<file path="src/rtl/mips_dmem_arbiter.sv">
// Data-RAM port arbiter between the MIPS CPU and a debug requester; debug steals one cycle.
// Define DMEM_ARB_DBG_WRITE_EN to let debug writes reach memory (otherwise debug is read-only).
module mips_dmem_arbiter #(
    parameter int MAX_WAIT = 4
) (
    input  logic        i_clk,
    input  logic        i_reset,
    input  logic [31:0] i_cpu_address,
    input  logic        i_cpu_read,
    input  logic        i_cpu_write,
    input  logic [31:0] i_cpu_writedata,
    output logic [31:0] o_cpu_readdata,
    output logic        o_cpu_stall,
    input  logic        i_dbg_valid,
    input  logic [31:0] i_dbg_address,
    input  logic        i_dbg_read,
    input  logic        i_dbg_write,
    input  logic [31:0] i_dbg_writedata,
    output logic        o_dbg_ack,
    output logic [31:0] o_dbg_readdata,
    output logic [31:0] o_mem_address,
    output logic        o_mem_read,
    output logic        o_mem_write,
    output logic [31:0] o_mem_writedata,
    input  logic [31:0] i_mem_readdata
);

    localparam int WW = (MAX_WAIT < 1) ? 1 : $clog2(MAX_WAIT + 1);
    localparam logic [WW-1:0] WAIT_MAX = WW'(MAX_WAIT);

    typedef enum logic [1:0] {
        ST_IDLE = 2'd0,
        ST_DBG  = 2'd1,
        ST_ACK  = 2'd2
    } state_t;

    state_t        r_state;
    logic [WW-1:0] r_wait_cnt;
    logic          r_cpu_stall;
    logic          r_dbg_ack;
    logic [31:0]   r_dbg_readdata;

    logic w_cpu_busy;
    logic w_grant;
    logic w_dbg_mem_write;

    assign w_cpu_busy = i_cpu_read | i_cpu_write;
    assign w_grant    = i_dbg_valid & (~w_cpu_busy | (r_wait_cnt == WAIT_MAX));

`ifdef DMEM_ARB_DBG_WRITE_EN
    assign w_dbg_mem_write = i_dbg_write;
`else
    logic w_unused_dbg_write;
    assign w_unused_dbg_write = i_dbg_write;
    assign w_dbg_mem_write    = 1'b0;
`endif

    // r_cpu_stall is high exactly while in DBG, so it doubles as the port-ownership select
    always_comb begin
        o_mem_address   = i_cpu_address;
        o_mem_read      = i_cpu_read;
        o_mem_write     = i_cpu_write;
        o_mem_writedata = i_cpu_writedata;
        if (r_cpu_stall) begin
            o_mem_address   = i_dbg_address;
            o_mem_write     = w_dbg_mem_write;
            o_mem_read      = i_dbg_read & ~w_dbg_mem_write;
            o_mem_writedata = i_dbg_writedata;
        end
    end

    assign o_cpu_readdata = i_mem_readdata;
    assign o_cpu_stall    = r_cpu_stall;
    assign o_dbg_ack      = r_dbg_ack;
    assign o_dbg_readdata = r_dbg_readdata;

    always_ff @(posedge i_clk or posedge i_reset) begin
        if (i_reset) begin
            r_state        <= ST_IDLE;
            r_wait_cnt     <= '0;
            r_cpu_stall    <= 1'b0;
            r_dbg_ack      <= 1'b0;
            r_dbg_readdata <= '0;
        end else begin
            case (r_state)
                ST_IDLE: begin
                    r_dbg_ack <= 1'b0;
                    if (!i_dbg_valid) begin
                        r_wait_cnt <= '0;
                    end else if (w_grant) begin
                        r_state     <= ST_DBG;
                        r_cpu_stall <= 1'b1;
                        r_wait_cnt  <= '0;
                    end else if (r_wait_cnt != WAIT_MAX) begin
                        r_wait_cnt <= r_wait_cnt + 1'b1;
                    end
                end
                ST_DBG: begin
                    // captured before the write edge, so read+write returns the old word
                    r_dbg_readdata <= i_mem_readdata;
                    r_cpu_stall    <= 1'b0;
                    r_dbg_ack      <= 1'b1;
                    r_state        <= ST_ACK;
                end
                ST_ACK: begin
                    r_dbg_ack <= 1'b0;
                    r_state   <= ST_IDLE;
                    if (!i_dbg_valid) r_wait_cnt <= '0;
                end
                default: begin
                    r_state     <= ST_IDLE;
                    r_cpu_stall <= 1'b0;
                    r_dbg_ack   <= 1'b0;
                    r_wait_cnt  <= '0;
                end
            endcase
        end
    end

endmodule

</file>
<file path="config.mk">
export PLATFORM = sky130hd
export DESIGN_NAME = mips_dmem_arbiter
export DESIGN_NICKNAME = d
export VERILOG_FILES = /design/src/rtl/mips_dmem_arbiter.sv
export SDC_FILE = /design/constraint.sdc
export NUM_CORES = 1
export LEC_CHECK = 0
export CAP_MARGIN = 10
export CORE_AREA = 2 2 115 117
export DETAILED_ROUTE_END_ITERATION = 10
export DIE_AREA = 0 0 117 119
export SLEW_MARGIN = 20
export SYNTH_ARGS = -nofsm -noshare
export SYNTH_HDL_FRONTEND = slang
export SYNTH_SLANG_ARGS = --single-unit
</file>
<file path="constraint.sdc">
create_clock -name i_clk -period 1.8 [get_ports i_clk]
set_clock_uncertainty 0.15 [all_clocks]
set_input_delay 0.27 -clock i_clk [delete_from_list [all_inputs] [get_ports i_clk]]
set_output_delay 0.27 -clock i_clk [all_outputs]
set_load 0.01 [all_outputs]
</file>
# [Yosys cells after proc, flatten, opt, wreduce, memory -nomap -nowiden]
# Cells that the tools add are included.
[classes] muxes=16 n_bitwise=6 n_reduce_logical=4 addsub=1 eq_ne=8
[ops] op="$mux 32" count=2
[ops] op="$mux 3" count=4
[ops] op="$pmux 3 s3" count=1
[ops] op="$ne 2x2->1 const B" count=3
[ops] op="$reduce_and 3->1" count=2
[ops] op="$mux 1" count=5
[ops] op="$mux 2" count=2
[ops] op="$ne 4x4->1 const B" count=1
[ops] op="$pmux 2 s2" count=1
[ops] op="$add 3x1->3 const B" count=1
[ops] op="$eq 3x3->1 const B" count=1
[ops] op="$ne 3x3->1 const B" count=1
[ops] op="$not 1->1" count=3
[ops] op="$eq 2x1->1 const B" count=1
[ops] op="$eq 2x2->1 const B" count=1
[ops] op="$logic_not 2->1" count=1
[ops] op="$or 1x1->1" count=2
[ops] op="$pmux 1 s2" count=1
[ops] op="$reduce_and 2->1" count=1
[ops] op="$and 1x1->1" count=1
[totals] wordCells=40 ff_bits=39 output_inout_bits=132

# [Logic depth before layout (Yosys ltp)]
[depth] word_depth=7 mapped_depth=6

# [Worst setup path after synthesis]
# No wires, ideal clock.
[synth_timing] kind="register to output" from="register r_cpu_stall, in the netlist o_cpu_stall" to="output port o_mem_address[28]" stages_incl_launch_ff=4 required_time_ns=1.380 arrival_time_ns=1.109 slack_ns=0.271 path_cell_list="dfrtp_1 > buf_4 > buf_6 > mux2_2"
[synth_between] elab_chain_len=1
[synth_rtl] item="start: declaration" line="39" text="logic r_cpu_stall;"
[synth_rtl] item="start signal: assignment" line="81" text="r_cpu_stall <= 1'b0;"
[synth_rtl] item="start signal: assignment" line="92" text="r_cpu_stall <= 1'b1;"
[synth_rtl] item="start signal: assignment" line="101" text="r_cpu_stall <= 1'b0;"
[synth_rtl] item="$mux 32" line="64" text="if (r_cpu_stall) begin"
[synth_rtl] item="end: declaration" line="21" text="output logic [31:0] o_mem_address,"
# Every way passes these cells.

# [Worst setup path in the final report]
[layout_timing] from="register r_cpu_stall, in the netlist o_cpu_stall" to="output port o_mem_address[25]"
# The elaborated chain is that of the path after synthesis.

==> impl_metrics.csv <==
group,metric,value,unit
run_status,outcome,"finished, violations left",
run_status,violations,"setup timing",
sta,worst_slew_pin_slew,406,ps
clocking,clkLatencyLatePin,270,ps
sta,slew_violations,0,
critical_path,start_kind,"flop",
sta,max_freq,511,MHz
critical_path,worstPathRequired,1380,ps
synthesis,synth_area_leaders,"dfrtp_1 (37%), mux2_2 (28%), nand2_1 (14%)",
cells_and_area,fin_cells,725,
synthesis,synth_top_area_frac,0.375,
synthesis,ys_seq_elements,39,
critical_path,rr_startpoint,"r_wait_cnt[0]",
die,die_area,13900,sq um
global_routing,grt_pass1_wl,16900,microns
die,die_h,119,microns
synthesis,mappedNetlistNets,443,
clocking,clockRootBuffer,"clkbuf_16",
detailed_routing,drt_pass1_iterations,4,
synthesis,synth_commonest_cells,"nand2_1 (97), mux2_2 (65), dfrtp_1 (39)",
critical_path,r2r_slack,230,ps
sta,finalHoldViolations,0,
clocking,clkSinkCount,39,
critical_path,crit_top_cell,"buf_6",
placed_design,hpwl,9320,microns
die,die_width,117,microns
placed_design,portBuffers,297,
detailed_routing,wl,11900,microns
critical_path,cpPeakStageDelay,420,ps
die,io_pins,299,
global_routing,grt_pass1_vias,3105,
clocking,clkTransAtPathRegs,60,ps
power_and_ir_drop,p_per_area,849,nW/um^2
clocking,clockBufferDepth,2,
synthesis,synth-edff-count,0,
global_routing,grt-ovfl-total,0,
sta,period_needed,1960,ps
cells_and_area,antennaDiodeCount,0,
die,num_rows,42,
synthesis,syn_area_per_cell,9.51,sq um
detailed_routing,drtIter0Drc,111,
sta,maxSlewHeadroom,0.729,
critical_path,cp.arrival,1540,ps
worst_hold_path,hp-class,"primary input to async pin",
critical_path,r2r.worst_path.cells,5,
synthesis,yosysMostFrequentCell,"nand2_1",
synthesis,syn-cell-area,2600,sq um
power_and_ir_drop,cellLeakagePower,0.00259,uW
placed_design,post-place-ws,-136,ps
placed_design,place_inst,710,
detailed_routing,vias,2966,
cells_and_area,layout-drive-gt1-share,0.284,
synthesis,ys.warnings.count,0,
synthesis,synth_top_area_cell,"dfrtp_1",
sta,min_period_over_period,1.09,
global_routing,antenna_found_initial,1,
die,start_util,0.202,
sta,worst_slack,-155,ps
power_and_ir_drop,worst_ir_drop_vdd,0.000384,V
clocking,cts_tree,"done",
critical_path,cp-end-kind,"primary output",
placed_design,gp_congestion,0.816,
die,core-area,12900,sq um
critical_path,critPathKind,"flop to primary output",
detailed_routing,route.detailed.drc,0,
critical_path,crit_chain,"buf_6, bufbuf_16, mux2_4, buf_6",
cells_and_area,final_util,0.453,
global_routing,grt_util_all_layers,0.158,
synthesis,async_flop_share,1.00,
clocking,htreeDepth,2,
sta,rsz0062_at_grt,"yes",
synthesis,netlist_instances,274,
synthesis,ys_types,23,
global_routing,grt_max_degree,35,
clocking,numCtsBuffers,5,
detailed_routing,antenna_left,0,
synthesis,ys.flop_type,"dfrtp_1",
power_and_ir_drop,finalPower,4950,uW
cells_and_area,num-fill-cells,1266,
critical_path,path_max_fanout,10,
cells_and_area,final_nets,717,
critical_path,cpMaxStageDelayCell,"dfrtp_2",
synthesis,seq_area_frac_synth,0.375,
run,max-cap-violations,0,
sta,setup_viol,54,
detailed_routing,drt-wirelength-per-cell,16.3,microns
critical_path,reg2reg_to,"r_wait_cnt[0]",
cells_and_area,area_delta_synth_final,124,%
detailed_routing,vias_per_cell,4.09,
sta,final.setup.tns,-4430,ps
-- worst max-delay path by stage --
stage	start	to	slack [ps]	cells past startpoint
floorplan	o_cpu_stall	o_mem_address[28]	270	3
global placement	o_cpu_stall	o_mem_address[25]	-130	3
detailed placement	o_cpu_stall	o_mem_address[25]	-140	3
CTS	o_cpu_stall	o_mem_read	-180	4
global route	o_cpu_stall	o_mem_address[20]	-190	4
finish	o_cpu_stall	o_mem_address[25]	-160	4
-- worst max-delay path, delay by kind of cell (launching register included) --
family,cells,cell delay [ps]
buf+inv,3,530
flops,1,420
mux,1,300
-- cells in the final DEF, fill, tap and decap left out --
cell,Yosys,routed
clkdlybuf4s50_1,0,230
nand2_1,97,97
mux2_2,65,59
buf_6,7,47
dfrtp_1,39,38
buf_2,3,14
buf_4,36,8
inv_1,7,7
clkbuf_2,0,7
mux2_4,0,6
clkbuf_16,0,6
a21oi_1,3,3
nor2b_1,2,2
ha_1,2,2
bufinv_16,0,2
buf_16,0,2
nand2b_1,1,1
inv_4,1,1
a2bb2oi_1,1,1
nor4_1,1,1
a21o_1,1,1
and2b_1,1,1
a32oi_1,1,1
o22ai_1,1,1
nand4b_1,1,1
o21ai_0,1,1
nor2_1,1,1
and2_1,1,1
o32ai_1,1,1
clkbuf_1,0,1
bufbuf_16,0,1
dfrtp_2,0,1
clkdlybuf4s15_1,0,1
buf_8,0,1
buf_12,0,1
-- layer usage --
| layer | GRT usage | wire length [microns] | vias up |
|---|---|---|---|
| met2 | 0.299 | 6190 | 152 |
| met5 | 0 | 13 | - |
| met1 | 0.165 | 4230 | 1381 |
| met3 | 0.0499 | 1150 | 18 |
| met4 | 0.0419 | 260 | 2 |
| li1 | - | - | 1413 |
-- final cells by class --
cell class                      count  area (sq um)  area share
Timing Repair Buffer              313          3150       0.541
Inverter                            8          32.5     0.00558
Clock buffer                        6           129      0.0221
Tap cell                          176           220      0.0378
Sequential cell                    39           977       0.168
Multi-Input combinational cell    181          1250       0.215
Clock inverter                      2          60.1      0.0103
-- metrics by stage --
| step | hold slack [ps] | instance area (sq um) |
|---|---|---|
| detailed placement | 311 | 5520 |
| global route | 165 | 5830 |
| CTS | 135 | 5770 |
| finish | 138 | 5830 |
| floorplan | 225 | 2610 |
| global placement | 309 | 5520 |
-- sequential cells by signal (all words and copies together), names as in the netlist --
| register | cells |
|---|---|
| o_cpu_stall | 1 |
| r_state | 2 |
| o_dbg_readdata | 32 |
| o_dbg_ack | 1 |
| r_wait_cnt | 3 |
-- timing repair --
item | 4_1_cts | 5_1_grt
resized for setup | 286 | 45
buffers inserted | 4 | 0
endpoints found under the setup margin | 67 | 66
hold buffers | 0 | 0
gates cloned | 3 | 1
-- report_power, final --
group	internal, uW	total, uW	switching [uW]	leakage (uW)
logic	1630	2620	995	0.00202
clock network	795	1130	337	0.0000911
registers	1080	1190	114	0.000483
-- logic make-up after synthesis --
kind of cell | synth area share
simple gates | 0.159
mux | 0.281
buf+inv | 0.152
flops | 0.375
compound gates | 0.0231
fa+ha+maj | 0.00960
Power figures use the tool's default switching activity.
